File: config.mk
export PLATFORM = sky130hd
export DESIGN_NAME = mux_scan_sequencer
export DESIGN_NICKNAME = d
export VERILOG_FILES = /design/src/rtl/mux_scan_pkg.sv /design/src/rtl/mux_scan_next_chan.sv /design/src/rtl/mux_scan_sequencer.sv
export SDC_FILE = /design/constraint.sdc
export NUM_CORES = 1
export LEC_CHECK = 0
export BUFFER_PORTS_ARGS = -buffer_cell sky130_fd_sc_hd__buf_2
export CAP_MARGIN = 20
export CORE_UTILIZATION = 45
export DETAILED_ROUTE_END_ITERATION = 16
export HOLD_SLACK_MARGIN = 0.12
export MAX_ROUTING_LAYER = met4
export PLACE_DENSITY = 0.69
export SLEW_MARGIN = 20
export SYNTH_ARGS = -nofsm -noshare
export SYNTH_HDL_FRONTEND = slang
export SYNTH_SLANG_ARGS = --single-unit
export TNS_END_PERCENT = 100
File: constraint.sdc
create_clock -name clk -period 6.45 [get_ports clk]
set_input_delay 1.935 -clock clk [delete_from_list [all_inputs] [get_ports clk]]
set_output_delay 1.935 -clock clk [all_outputs]
set_load 0.05 [all_outputs]
File: src/rtl/mux_scan_pkg.sv
// Shared state encoding and helpers for the mux scan sequencer.
package mux_scan_pkg;

    localparam int DWELL_WIDTH_DEFAULT = 16;

    typedef enum logic [0:0] {
        S_IDLE  = 1'b0,
        S_DWELL = 1'b1
    } scan_state_e;

    localparam logic [0:0] IDLE  = S_IDLE;
    localparam logic [0:0] DWELL = S_DWELL;

    // A dwell of zero behaves as one cycle so the channel counter always terminates.
    function automatic logic [31:0] dwell_min1(input logic [31:0] d);
        return (d == 32'd0) ? 32'd1 : d;
    endfunction

endpackage

File: src/rtl/mux_scan_next_chan.sv
// Combinational channel search: next enabled index above cur, and lowest enabled index.
module mux_scan_next_chan #(
    parameter int N_INPUTS  = 3,
    parameter int SEL_WIDTH = 2
) (
    input  logic [N_INPUTS-1:0]  mask,
    input  logic [SEL_WIDTH-1:0] cur,
    output logic [SEL_WIDTH-1:0] next_idx,
    output logic                 has_next,
    output logic [SEL_WIDTH-1:0] low_idx
);

    // Descending scan: the last hit wins, leaving the lowest qualifying index.
    always_comb begin
        next_idx = '0;
        has_next = 1'b0;
        low_idx  = '0;
        for (int i = N_INPUTS - 1; i >= 0; i--) begin
            if (mask[i]) begin
                low_idx = SEL_WIDTH'(i);
                if (i > int'(cur)) begin
                    next_idx = SEL_WIDTH'(i);
                    has_next = 1'b1;
                end
            end
        end
    end

endmodule

File: src/rtl/mux_scan_sequencer.sv
// Steps the latched mux select through enabled channels with a programmable dwell.
// Optional MUX_SCAN_SETTLE_EN adds a 'settle' input that extends valid blanking.
module mux_scan_sequencer
    import mux_scan_pkg::*;
#(
    parameter int N_INPUTS    = 3,
    parameter int SEL_WIDTH   = 2,
    parameter int DWELL_WIDTH = DWELL_WIDTH_DEFAULT
) (
    input  logic                   clk,
    input  logic                   rst,
    input  logic                   start,
    input  logic                   stop,
    input  logic                   continuous,
    input  logic [N_INPUTS-1:0]    chan_mask,
    input  logic [DWELL_WIDTH-1:0] dwell,
`ifdef MUX_SCAN_SETTLE_EN
    input  logic [DWELL_WIDTH-1:0] settle,
`endif
    output logic [SEL_WIDTH-1:0]   sel,
    output logic                   clken,
    output logic                   valid,
    output logic                   busy,
    output logic                   sweep_done
);

    logic [0:0]             state, state_n;
    logic [N_INPUTS-1:0]    mask_r, mask_n, mask_sel;
    logic [DWELL_WIDTH-1:0] dwell_r, dwell_n, cnt, cnt_n;
    logic [DWELL_WIDTH-1:0] settle_r, settle_n, settle_in;
    logic                   cont_r, cont_n;
    logic [SEL_WIDTH-1:0]   sel_n, next_idx, low_idx, high_idx;
    logic                   has_next, clken_n, valid_n, busy_n, sweep_done_n;
    logic [DWELL_WIDTH:0]   blank_end;

`ifdef MUX_SCAN_SETTLE_EN
    assign settle_in = settle;
`else
    assign settle_in = '0;
`endif

    // While idle the search looks at the live mask so the first channel is known at start.
    assign mask_sel = (state == IDLE) ? chan_mask : mask_r;

    mux_scan_next_chan #(
        .N_INPUTS (N_INPUTS),
        .SEL_WIDTH(SEL_WIDTH)
    ) u_next_chan (
        .mask    (mask_sel),
        .cur     (sel),
        .next_idx(next_idx),
        .has_next(has_next),
        .low_idx (low_idx)
    );

    always_comb begin
        state_n  = state;
        sel_n    = sel;
        cnt_n    = cnt;
        mask_n   = mask_r;
        dwell_n  = dwell_r;
        cont_n   = cont_r;
        settle_n = settle_r;
        clken_n  = 1'b0;
        case (state)
            IDLE: begin
                if (start && !stop && (chan_mask != '0)) begin
                    state_n  = DWELL;
                    mask_n   = chan_mask;
                    dwell_n  = DWELL_WIDTH'(dwell_min1(32'(dwell)));
                    cont_n   = continuous;
                    settle_n = settle_in;
                    sel_n    = low_idx;
                    cnt_n    = DWELL_WIDTH'(1);
                    clken_n  = 1'b1;
                end
            end
            DWELL: begin
                if (stop) begin
                    state_n = IDLE;
                    cnt_n   = '0;
                end else if (cnt == dwell_r) begin
                    if (has_next) begin
                        sel_n   = next_idx;
                        cnt_n   = DWELL_WIDTH'(1);
                        clken_n = 1'b1;
                    end else if (cont_r) begin
                        sel_n   = low_idx;
                        cnt_n   = DWELL_WIDTH'(1);
                        clken_n = 1'b1;
                    end else begin
                        state_n = IDLE;
                        cnt_n   = '0;
                    end
                end else begin
                    cnt_n = cnt + DWELL_WIDTH'(1);
                end
            end
            default: state_n = IDLE;
        endcase
    end

    // Registered outputs are derived from the next state, so sweep_done needs the top channel ahead of time.
    always_comb begin
        high_idx = '0;
        for (int i = 0; i < N_INPUTS; i++) begin
            if (mask_n[i]) high_idx = SEL_WIDTH'(i);
        end
        blank_end    = {1'b0, settle_n} + (DWELL_WIDTH+1)'(1);
        busy_n       = (state_n == DWELL);
        valid_n      = busy_n && !clken_n && ({1'b0, cnt_n} > blank_end);
        sweep_done_n = busy_n && (cnt_n == dwell_n) && (sel_n == high_idx);
    end

    always_ff @(posedge clk) begin
        if (rst) begin
            state      <= IDLE;
            sel        <= '0;
            cnt        <= '0;
            mask_r     <= '0;
            dwell_r    <= '0;
            cont_r     <= 1'b0;
            settle_r   <= '0;
            clken      <= 1'b0;
            valid      <= 1'b0;
            busy       <= 1'b0;
            sweep_done <= 1'b0;
        end else begin
            state      <= state_n;
            sel        <= sel_n;
            cnt        <= cnt_n;
            mask_r     <= mask_n;
            dwell_r    <= dwell_n;
            cont_r     <= cont_n;
            settle_r   <= settle_n;
            clken      <= clken_n;
            valid      <= valid_n;
            busy       <= busy_n;
            sweep_done <= sweep_done_n;
        end
    end

endmodule
# Yosys cells after proc, flatten, opt, wreduce, memory -nomap -nowiden
# Cells that the tools add are included.
dict set report totals {
  in_bits 24
  elab_cells 73
  output_inout_bits 6
  reg_bits 58
}
dict set report classes {
  muxes 42
  addsub 2
  n_lt_le_gt_ge 3
  bitwise_logic 1
  reduce_logical 11
  n_eq_ne 3
}
# cell count
set ops {}
lappend ops {{16-bit two-way mux} 8}
lappend ops {{16-bit == test} 2}
lappend ops {{16-bit one-hot mux with 2 select lines} 1}
lappend ops {{2-bit two-way mux} 13}
lappend ops {{16-bit by 1-bit adder with 17-bit output, second input constant} 1}
lappend ops {{16-bit by 17-bit > comparator with 1-bit output} 1}
lappend ops {{16-bit by 1-bit adder with 16-bit output, second input constant} 1}
lappend ops {{16-bit logical NOT} 1}
lappend ops {{1-bit two-way mux} 14}
lappend ops {{3-bit two-way mux} 3}
lappend ops {{1-bit logical AND} 6}
lappend ops {{1-bit one-hot mux with 2 select lines} 2}
lappend ops {{2-bit one-hot mux with 2 select lines} 1}
lappend ops {{3-bit nonzero test} 1}
lappend ops {{2-bit == test} 1}
lappend ops {{1-bit by 2-bit > comparator with 1-bit output, first input constant} 1}
lappend ops {{2-bit > comparator, first input constant} 1}
lappend ops {{1-bit logical NOT} 2}
lappend ops {{2-bit AND reduction} 1}
lappend ops {{1-bit NOT} 1}

# Logic depth before layout (Yosys ltp)
dict set report depth {
  depth_word 12
  depth_mapped 19
  mapped_depth_nobuf 18
}

# Cells and area by module
# From an unflattened synthesis, not the netlist that was laid out.
dict set report unflattened {
  cells_unflattened 476
  area_unflattened_um2 3926.3
}
# mod instances seq_area_each_um2 area_each_um2 cells_each
set by_module_without_submodules {}
lappend by_module_without_submodules {mux_scan_sequencer 1 1161.1 3883.7 469}
lappend by_module_without_submodules {mux_scan_next_chan 1 0.0 42.5 7}

# Least setup slack after synthesis
# OpenSTA, ideal clock, no wires.
dict set report synth_timing {
  path_type {input to register}
  startpoint {input port chan_mask[0]}
  endpoint {register valid}
  setup_time_ns 0.117
  path_slack_ns 1.320
  n_path_buf 1
  arrival_time_ns 5.013
  path_stages 18
  required_ns 6.333
  cell_sequence {or3_1 -> nand2_1 -> clkbuf_1 -> nand2_1 -> inv_1 -> ha_1 -> and2_1 -> nand2_1 -> xnor2_1 -> nand2_1 -> ha_1 -> a21o_1 -> a21o_1 -> a211o_1 -> a21o_1 -> a21oi_1 -> o21ai_0 -> and4b_1}
}
dict set report synth_via {
  elab_chain_len 7
  word_cells_on_any_way 14
  cone_classes {add/sub: 1; order compare: 1; mux: 7; reduce/logical: 5}
}
# item line_no
set synth_lines {}
lappend synth_lines {{start, declared} mux_scan_sequencer.sv:15} ;# input logic [N_INPUTS-1:0] chan_mask,
lappend synth_lines {{3-bit nonzero test} mux_scan_sequencer.sv:67} ;# if (start && !stop && (chan_mask != '0)) begin
lappend synth_lines {{1-bit logical AND} mux_scan_sequencer.sv:67}
lappend synth_lines {{16-bit two-way mux} mux_scan_sequencer.sv:67}
lappend synth_lines {{16-bit two-way mux} mux_scan_sequencer.sv:65} ;# case (state)
lappend synth_lines {{via settle_n[0]} mux_scan_sequencer.sv:30} ;# logic [DWELL_WIDTH-1:0] settle_r, settle_n, settle_in;
lappend synth_lines {{16-bit by 1-bit adder with 17-bit output} mux_scan_sequencer.sv:109} ;# blank_end = {1'b0, settle_n} + (DWELL_WIDTH+1)'(1);
lappend synth_lines {{16-bit by 17-bit > comparator with 1-bit output} mux_scan_sequencer.sv:111} ;# valid_n = busy_n && !clken_n && ({1'b0, cnt_n} > blank_end);
lappend synth_lines {{1-bit logical AND} mux_scan_sequencer.sv:111}
lappend synth_lines {{end signal, assigned} mux_scan_sequencer.sv:137} ;# valid <= valid_n;
lappend synth_lines {{end, declared} mux_scan_sequencer.sv:22} ;# output logic valid,
# The timed path passes the listed nets, and every way through them passes these cells.
# A chain may end at the register's enable or synchronous reset.

# Worst setup path in the final report
# Same ends and word-level chain as after synthesis.

==> results.md <==
* Status: finished, final reports clean
* Post-CTS Setup Inserts at 0
* Syn_area_per_cell at around 8.4 um2
* Post-layout minimum cycle time at around 4.8 ns
* Cell variety after synth at 60
* DRC viols at 0
* Fin util at 0.517
* Core ar. at just under 8000 um2
* Initial Utilization at 0.463
* Cts hold-fix bufs at 0
* Resize count post-CTS at 0
* Global-route wire length before repair at 14300 um
* Synthesized instance count at 427
* Drt total wl at 8720 um
* Worst Hold Class: flip-flop to flip-flop
* Remaining global-route overflow at 0
* Post-route ant nets at 0
* # clock sinks at 58
* Worst VDD drop at 131 uV
* Worst Path Max Fanout at 5
* CP required at 6.68 ns
* Pwr Density at 205 nW/um2
* Final Max Tran Viols at 0
* Area Growth Syn to Fin at 11.7%
* First-pass DRT Iterations at 6
* Crit path DAT at 5.02 ns
* Aggregate global-route resource usage at 0.227
* Final Net Count at 495
* Share of the synthesized area in the top cell type at 0.324
* PortBufs at 29
* Dominant cells by area after synthesis: dfxtp_1, xor2_1, ha_1
* Vias in the first global route at 2935
* Element type at the critical path start: input port
* Worst slew margin at 0.455
* Setup TNS Final at 0 ns
* Most instantiated cells after synthesis: dfxtp_1, nor2_1, nand2_1
* N_diodes at 0
* Yosys top cell by area: dfxtp_1
* Final Hold Fails at 0
* CTS tree: built
* Synth Register Bits at 58
* Final setup violation count at 0
* Drt wl/cell at ~16 um
* Mapped Area at 3580 um2
* Fillers at 738
* Yosys warning total at 0
* Placement Setup Slack at 1.34 ns
* Achievable Freq at 209 MHz
* Count leader, synth: dfxtp_1
* Clock-pin slew on the worst setup and hold paths at 0.06 ns
* Maxcap violations at 0
* RSZ-0062 raised after global routing: no
* Post-route setup slack at around 1.7 ns
* DP Area at 3810 um2
* CTS Buf Count at 9
* Primary FF master, synth: dfxtp_1
* Initial antenna violation count at 0
* Row cnt at 32
* Pleak at 1.76 nW
* RePlAce Congestion at roughly 0.86
* CP Capture Type: flip-flop
* Clk buf depth at 2
* Largest net degree at the start of global routing at 44
* Post-synth ARST share at 0
* Via count at 3153
* Die ar. at 8320 um2
* Starting DRT DRC Count at 333
* Seq/Total Area, Yosys at 0.324
* DR vias/cell at around 5.7
* Die Ht at 91.2 um
* Clock latency at the later pin of the worst-skew pair at 0.34 ns
* Final total power at a little over 800 uW
* Layout Skew at approximately 0.0074 ns
* DPL Wire Length at around 6700 um
* Die width at slightly above 90 um
* Worst Tran Pin Value at between 0.8 and 0.9 ns
* Syn_nets at 469
* Period Utilization, post-route at 0.743
* H-tree levels at 3
* Clock root buffer: clkbuf_8
* Finished Cell Area at about 4000 um2
* WS Path Type: input port to flip-flop
* Post-synth EDFFs at 0
* Fraction of layout cells with a size suffix above 1 at 0.125
* # IOs at 30
## layout make-up
class / instances / area [um2] / share of cell area
inverters: 12 / 45.0 / 0.0113
repair buffers: 33 / 175 / 0.0438
clock inverters: 3 / 40.0 / 0.0100
multi-input cells: 339 / 2300 / 0.575
clock buffers: 11 / 151 / 0.0379
well taps: 102 / 128 / 0.0319
flip-flops and latches: 58 / 1160 / 0.290
## cell families (layout without fill, tap and decap cells)
| group | count (synthesis) | in the layout | synth area share |
|---|---|---|---|
| adder cells (fa/ha/maj) | 18 | 18 | 0.0629 |
| XOR/XNOR | 48 | 48 | 0.117 |
| flip-flops | 58 | 58 | 0.324 |
| buffers and inverters | 30 | 59 | 0.0339 |
| AO/OA/AOI/OAI | 69 | 69 | 0.139 |
| multiplexers | 19 | 19 | 0.0535 |
| AND/OR/NAND/NOR | 185 | 185 | 0.269 |
## power by group
| part | internal (mW) | switching, mW |
|---|---|---|
| registers | 0.367 | 0.00858 |
| clock network | 0.194 | 0.135 |
| logic | 0.0435 | 0.0725 |
| total | 0.604 | 0.216 |
## layer usage
layer  track usage  wire [um]
met1         0.307       4120
met2         0.344       3890
met3        0.0427        606
met4        0.0661         97
met5             -          0
## metrics by stage
| step | cells | hold slack, ns |
|---|---|---|
| floorplan | 427 | 0.463 |
| global placement | 544 | 0.485 |
| detailed placement | 544 | 0.489 |
| CTS | 558 | 0.502 |
| global route | 558 | 0.509 |
| finish | 558 | 0.498 |
## flip-flops by register name (all words and copies together), names as in the netlist
signal	flops
settle_r	16
cnt	16
sweep_done	1
sel	2
dwell_r	16
clken	1
valid	1
state	1
mask_r	3
cont_r	1
## worst paths after layout
| path | slack [ns] | depth (start not counted) | end | start |
|---|---|---|---|---|
| max | 1.66 | 19 | valid | chan_mask[0] |
| min | 0.50 | 1 | settle_r[4] | settle_r[4] |
| max reg2reg | 2.40 | 15 | valid | cnt[1] |
| min reg2reg | 0.50 | 1 | settle_r[4] | settle_r[4] |
## worst max-delay path, stage by stage
cell and delay (ns):
buf_2 0.12, or3_1 0.42, nand2_1 0.14, nand2_1 0.11
inv_1 0.07, ha_1 0.20, and2_1 0.17, nand3_1 0.18
nor2_1 0.17, xor2_1 0.15, nand2_1 0.07, ha_1 0.31
a21oi_1 0.17, nor2b_1 0.06, o21ai_0 0.24, nand2b_1 0.09
a21oi_1 0.14, o21ai_0 0.08, and4b_1 0.18
## cells in the final DEF (no fill, tap or decap), types with 8 or more instances in the layout
master / instances
nand4_1: 9
clkbuf_8: 11
buf_2: 29
mux2i_1: 18
a21oi_1: 14
nor4_1: 15
nand3_1: 15
xor2_1: 32
xnor2_1: 16
ha_1: 18
nor2b_1: 15
and3_1: 8
and2_1: 19
dfxtp_1: 58
nand2_1: 39
inv_1: 12
nor2_1: 40
Note: power is estimated with default switching activity, not from simulation.
